File: src/rtl/key_scan_if.sv
// Keypad matrix bundle: row sense lines in, column drive and decoded key out.
interface key_scan_if;
  logic [3:0] row;
  logic [3:0] col_index;
  logic [3:0] key_code;
  logic       key_valid;
  logic       key_held;

  modport master (
    input  row,
    output col_index,
    output key_code,
    output key_valid,
    output key_held
  );

  modport slave (
    output row,
    input  col_index,
    input  key_code,
    input  key_valid,
    input  key_held
  );
endinterface

File: src/rtl/key_scan.sv
// 4x4 keypad column scanner with debounced press/release detection.
// One key is tracked at a time; the column freezes while that key is debounced or held.
module key_scan #(
  parameter int unsigned DWELL    = 4,
  parameter int unsigned DEBOUNCE = 8
) (
  input  logic       clk_key,
  input  logic       rst,
  key_scan_if.master kp
);

  localparam int unsigned CNT_W = 8;
  localparam logic [CNT_W-1:0] DWELL_LAST = CNT_W'(DWELL - 1);
  localparam logic [CNT_W-1:0] STAB_LAST  = CNT_W'(DEBOUNCE - 1);

  typedef enum logic [1:0] {
    ST_SCAN,
    ST_DEBOUNCE,
    ST_PRESSED,
    ST_RELEASE
  } state_t;

  state_t           state_q, state_nxt;
  logic [3:0]       sync1_q, rs;
  logic [3:0]       col_q, col_nxt;
  logic [1:0]       col_idx_q, col_idx_nxt;
  logic [CNT_W-1:0] dwell_q, dwell_nxt;
  logic [CNT_W-1:0] stab_q, stab_nxt;
  logic [1:0]       cand_q, cand_nxt;
  logic [3:0]       code_q, code_nxt;
  logic             valid_q, valid_nxt;
  logic             held_q, held_nxt;
  logic [1:0]       low_row;
  logic             cand_up;

  // Lowest-indexed row pulled low wins when several rows are active
  always_comb begin
    casez (rs)
      4'b???0: low_row = 2'd0;
      4'b??01: low_row = 2'd1;
      4'b?011: low_row = 2'd2;
      default: low_row = 2'd3;
    endcase
  end

  assign cand_up = rs[cand_q];

  always_ff @(posedge clk_key) begin
    if (rst) begin
      state_q   <= ST_SCAN;
      sync1_q   <= 4'hF;
      rs        <= 4'hF;
      col_q     <= 4'b1110;
      col_idx_q <= 2'd0;
      dwell_q   <= '0;
      stab_q    <= '0;
      cand_q    <= 2'd0;
      code_q    <= 4'h0;
      valid_q   <= 1'b0;
      held_q    <= 1'b0;
    end else begin
      state_q   <= state_nxt;
      sync1_q   <= kp.row;
      rs        <= sync1_q;
      col_q     <= col_nxt;
      col_idx_q <= col_idx_nxt;
      dwell_q   <= dwell_nxt;
      stab_q    <= stab_nxt;
      cand_q    <= cand_nxt;
      code_q    <= code_nxt;
      valid_q   <= valid_nxt;
      held_q    <= held_nxt;
    end
  end

  always_comb begin
    state_nxt   = state_q;
    col_nxt     = col_q;
    col_idx_nxt = col_idx_q;
    dwell_nxt   = dwell_q;
    stab_nxt    = stab_q;
    cand_nxt    = cand_q;
    code_nxt    = code_q;
    valid_nxt   = 1'b0;

    unique case (state_q)
      ST_SCAN: begin
        if (dwell_q == DWELL_LAST) begin
          dwell_nxt = '0;
          if (rs == 4'hF) begin
            col_nxt     = {col_q[2:0], col_q[3]};
            col_idx_nxt = col_idx_q + 2'd1;
          end else begin
            cand_nxt  = low_row;
            stab_nxt  = '0;
            state_nxt = ST_DEBOUNCE;
          end
        end else begin
          dwell_nxt = dwell_q + CNT_W'(1);
        end
      end
      ST_DEBOUNCE: begin
        if (!cand_up) begin
          if (stab_q == STAB_LAST) begin
            state_nxt = ST_PRESSED;
            code_nxt  = {cand_q, col_idx_q};
            valid_nxt = 1'b1;
          end else begin
            stab_nxt = stab_q + CNT_W'(1);
          end
        end else begin
          // Bounce: resume scanning past the column that glitched
          state_nxt   = ST_SCAN;
          col_nxt     = {col_q[2:0], col_q[3]};
          col_idx_nxt = col_idx_q + 2'd1;
          dwell_nxt   = '0;
        end
      end
      ST_PRESSED: begin
        if (cand_up) begin
          state_nxt = ST_RELEASE;
          stab_nxt  = '0;
        end
      end
      ST_RELEASE: begin
        if (cand_up) begin
          if (stab_q == STAB_LAST) begin
            state_nxt   = ST_SCAN;
            col_nxt     = {col_q[2:0], col_q[3]};
            col_idx_nxt = col_idx_q + 2'd1;
            dwell_nxt   = '0;
          end else begin
            stab_nxt = stab_q + CNT_W'(1);
          end
        end else begin
          state_nxt = ST_PRESSED;
        end
      end
      default: state_nxt = ST_SCAN;
    endcase

    held_nxt = (state_nxt == ST_PRESSED) || (state_nxt == ST_RELEASE);
  end

  assign kp.col_index = col_q;
  assign kp.key_code  = code_q;
  assign kp.key_valid = valid_q;
  assign kp.key_held  = held_q;

endmodule
File: src/flat_wrapper.sv
// flat-port wrapper written by rule: the top's interface ports become plain ports
module key_scan_flat 
#(
  parameter int unsigned DWELL    = 4,
  parameter int unsigned DEBOUNCE = 8
)
  (clk_key, rst, kp_row, kp_col_index, kp_key_code, kp_key_valid, kp_key_held);
  key_scan_if kp_i ();
  input  logic clk_key;
  input  logic rst;
  input wire logic [$bits(kp_i.row)-1:0] kp_row;
  output wire logic [$bits(kp_i.col_index)-1:0] kp_col_index;
  output wire logic [$bits(kp_i.key_code)-1:0] kp_key_code;
  output wire logic [$bits(kp_i.key_valid)-1:0] kp_key_valid;
  output wire logic [$bits(kp_i.key_held)-1:0] kp_key_held;
  assign kp_i.row = kp_row;
  assign kp_col_index = kp_i.col_index;
  assign kp_key_code = kp_i.key_code;
  assign kp_key_valid = kp_i.key_valid;
  assign kp_key_held = kp_i.key_held;
  key_scan #(.DWELL(DWELL), .DEBOUNCE(DEBOUNCE)) u_core (.clk_key(clk_key), .rst(rst), .kp(kp_i));
endmodule
File: config.mk
export PLATFORM = sky130hd
export DESIGN_NAME = key_scan_flat
export DESIGN_NICKNAME = d
export VERILOG_FILES = /design/src/rtl/key_scan_if.sv /design/src/rtl/key_scan.sv /design/src/flat_wrapper.sv
export SDC_FILE = /design/constraint.sdc
export NUM_CORES = 1
export LEC_CHECK = 0
export ABC_AREA = 1
export BUFFER_PORTS_ARGS = -buffer_cell sky130_fd_sc_hd__buf_2
export CAP_MARGIN = 0
export CORE_UTILIZATION = 30
export DETAILED_ROUTE_END_ITERATION = 8
export GPL_ROUTABILITY_DRIVEN = 1
export GPL_TIMING_DRIVEN = 0
export PLACE_DENSITY_LB_ADDON = 0.12
export SLEW_MARGIN = 15
export SYNTH_ARGS = -nofsm -noshare
export SYNTH_HDL_FRONTEND = slang
export SYNTH_SLANG_ARGS = --single-unit
File: constraint.sdc
create_clock -name clk_key -period 1.95 [get_ports clk_key]
set_clock_uncertainty 0.1 [all_clocks]
set_input_delay 0.2925 -clock clk_key [delete_from_list [all_inputs] [get_ports clk_key]]
set_output_delay 0.2925 -clock clk_key [all_outputs]
set_load 0.03 [all_outputs]
==> flow_summary.ini <==
[run_status]
status = finished, final reports clean

[final_layout]
postLayoutCellArea_um2 = 2160
final_cells = 369
nets = 301
seq_area_um2 = 801
multi_input_area_um2 = 940
num_antenna_cells = 0
n_fill_cell = 654
drive_above_1_share_pct = 17.0
syn2layout_area_growth_pct = 15.8

[yosys]
synth-simple-area-share_pct = 38.5
synth_area_leaders = dfxtp_1 43%, nand2_1 14%, nand3_1 7.5%
yosysTopAreaCell = dfxtp_1
synth_top_area_share_pct = 42.8
synth-seq-area-share_pct = 42.8
syn_area_um2 = 1870
avgSynthCellArea_um2 = 6.90
yosys_warnings = 0
synthDistinctLibCells = 28
syn_inst = 271
synth-compound-area-share_pct = 9.44
synth_top_family_by_area = simple AND/OR/NAND/NOR gates
synth_xor_area_share_pct = 0.469
syn_nets = 279
synth_fa_ha_area_share_pct = 1.34
post_synth_mux_area_share_pct = 0
ys_ff_latch = 40

[cts]
clkTransAtPathRegs_ns = 0.08
clk_path_buf_depth = 2
cts_buffers = 5
postCtsHoldBufs = 0
insertion_delay_ns = 0.30
post-cts-setup-buffer-count = 0
cts-root-buf = clkbuf_8
tritoncts = yes
cts.sinks = 40
htreeDepth = 2

[worst_setup_path]
cp-end-kind = flop
crit_required_ns = 2.09
critPathSlowestCell = dfxtp_1
worst-r2r-setup-slack_ns = 0.18
startpoint_type = flop
cp_common_cell = nand2_4
crit_family = simple AND/OR/NAND/NOR gates
arrival_ns = 1.90
critPathMaxStageDelay_ns = 0.41
crit_buf_inv = 1
critPathKind = flop to flop
crit_path_cell_trace = ha_1, nand3_2, nor2_4, nand2_4, nand2_4, nand2_2, buf_6, or2_0, a21oi_2
critPathMaxFanout = 10

[route]
vias = 1677
ant_nets = 0
drt_iter0_drc = 82
vias_per_cell = 4.54
drt_wl_total_um = 3980
drc_errors = 0
wl_per_cell_um = 10.8
dr.pass1.iters = 4

[floorplan]
die_width_um = 80.9
die-area_um2 = 6550
core_area_um2 = 5960
fp.dieH_um = 80.9
row_count = 28
start_util_pct = 31.4
ioPinCount = 16

[placed_design]
pre_cts_slack_ns = 0.0739
numPortBuffers = 15
dp_cells = 361
place_congestion = 0.778
dp_hpwl_um = 2860
post_dp_cell_area_um2 = 2040

[run]
cap_violations = 0

[global_route]
grt_overflow_total = 0
grt_max_degree = 15
antenna_found_initial = 0
grt_pass1_vias = 1549
track_usage_pct = 14.1
grt_first_pass_wirelength_um = 6990

[sta]
slew_headroom_pct = 64.5
finalCritPeriodShare_pct = 90.6
finalSetupViolations = 0
maxSlewViolCount = 0
worst_slew_pin_slew_ns = 0.533
grt_setup_unrepaired = true
hold_viol = 0
max_freq_mhz = 566
period_minus_slack_ns = 1.77
setup_ws_ns = 0.183

[worst_hold_path]
min_path_type = input port to flop

[power]
peakVddDrop_v = 0.000478
power_density_nw_per_um2 = 788
leakage_uw = 0.000932
repair_timing:
action / 4_1_cts / 5_1_grt
setup endpoints to repair: 0 / 11
gates resized for setup: 0 / 3
hold endpoints to repair: 0 / 0
flip-flops by register name (all words and copies together), names as in the netlist:
name / flops
u_core.stab_q: 8
u_core.kp.key_held: 1
u_core.kp.key_valid: 1
u_core.col_idx_q: 2
u_core.sync1_q: 4
u_core.kp.key_code: 4
u_core.rs: 4
u_core.cand_q: 2
u_core.kp.col_index: 4
u_core.dwell_q: 8
u_core.state_q: 2
where the power goes:
group          switching, uW  internal (uW)
sequential              18.8            843
clock                    317            386
combinational           91.2           49.7
total                    427           1280
worst reg2reg max path: cells and delay by family (launching register included):
kind                       cells  cell delay [ns]
and+or+nand+nor                6             0.73
buffers and inverters          1             0.14
DFF                            1             0.41
AOI/OAI and AO/OA              1             0.11
adders and majority gates      1             0.23
cell usage after synthesis (all sizes together):
master   n
nand2   73
dfxtp   40
nor2    39
nand3   29
inv     27
a21oi   25
or2     10
o21ai    8
buf      4
nor3     4
clkbuf   3
ha       2
nand4    2
and3     1
nand3b   1
nor3b    1
o211ai   1
xor2     1
per-layer routing:
metal  global-route usage (%)  vias to the layer above  part of all wire [%]
met5                        0                        -                     0
met1                     17.7                      733                    50
li1                         -                      903                     -
met3                     4.83                        6                   4.2
met2                     22.4                       35                    44
met4                     4.46                        0                   1.4
cell type report:
cell class	instances	area share [%]
clock buffer	5	3.18
sequential	40	37.0
multi-input combinational	197	43.4
clock inverter	3	2.20
buffer	7	1.73
tap	75	4.34
timing repair buffer	15	3.47
inverter	27	4.68
kinds of logic (layout without fill, tap and decap cells):
kind of cell | Yosys count | count (layout)
compound gates | 34 | 34
xor+xnor | 1 | 1
fa+ha+maj | 2 | 2
buf+inv | 34 | 57
flops | 40 | 40
simple gates | 160 | 160
through the flow:
stage,util (%),hold WS (ns),total power [uW],setup TNS [ns]
3_3_place_gp,34.2,0.291,1020,0
6_report,36.3,0.0701,1710,0
4_1_cts,36.2,0.0606,1730,0
2_1_floorplan,-,0.289,981,0
5_1_grt,36.3,0.0506,1790,-0.00481
3_5_place_dp,34.2,0.294,1020,0
worst paths after layout:
kind,start,to,cells after the start
worst max-delay path,u_core.stab_q[0],u_core.dwell_q[0],9
worst min-delay path,kp_row[2],u_core.sync1_q[2],2
worst max register to register,u_core.stab_q[0],u_core.dwell_q[0],9
worst min register to register,u_core.sync1_q[2],u_core.rs[2],1
cells in the final DEF, fill, tap and decap left out, types with 2 or more instances in the layout:
| cell | instances |
|---|---|
| nand3_1 | 28 |
| clkinv_4 | 2 |
| nand2_4 | 2 |
| inv_1 | 24 |
| clkbuf_8 | 5 |
| nor3_1 | 4 |
| nand4_1 | 2 |
| nand2_1 | 68 |
| buf_2 | 18 |
| or2_2 | 9 |
| a21oi_1 | 24 |
| o21ai_0 | 5 |
| o21ai_1 | 3 |
| nor2_1 | 36 |
| inv_2 | 3 |
| clkbuf_1 | 3 |
| dfxtp_1 | 40 |
| nand2_2 | 3 |
| nor2_4 | 2 |
(Power assumes the default switching activity.)
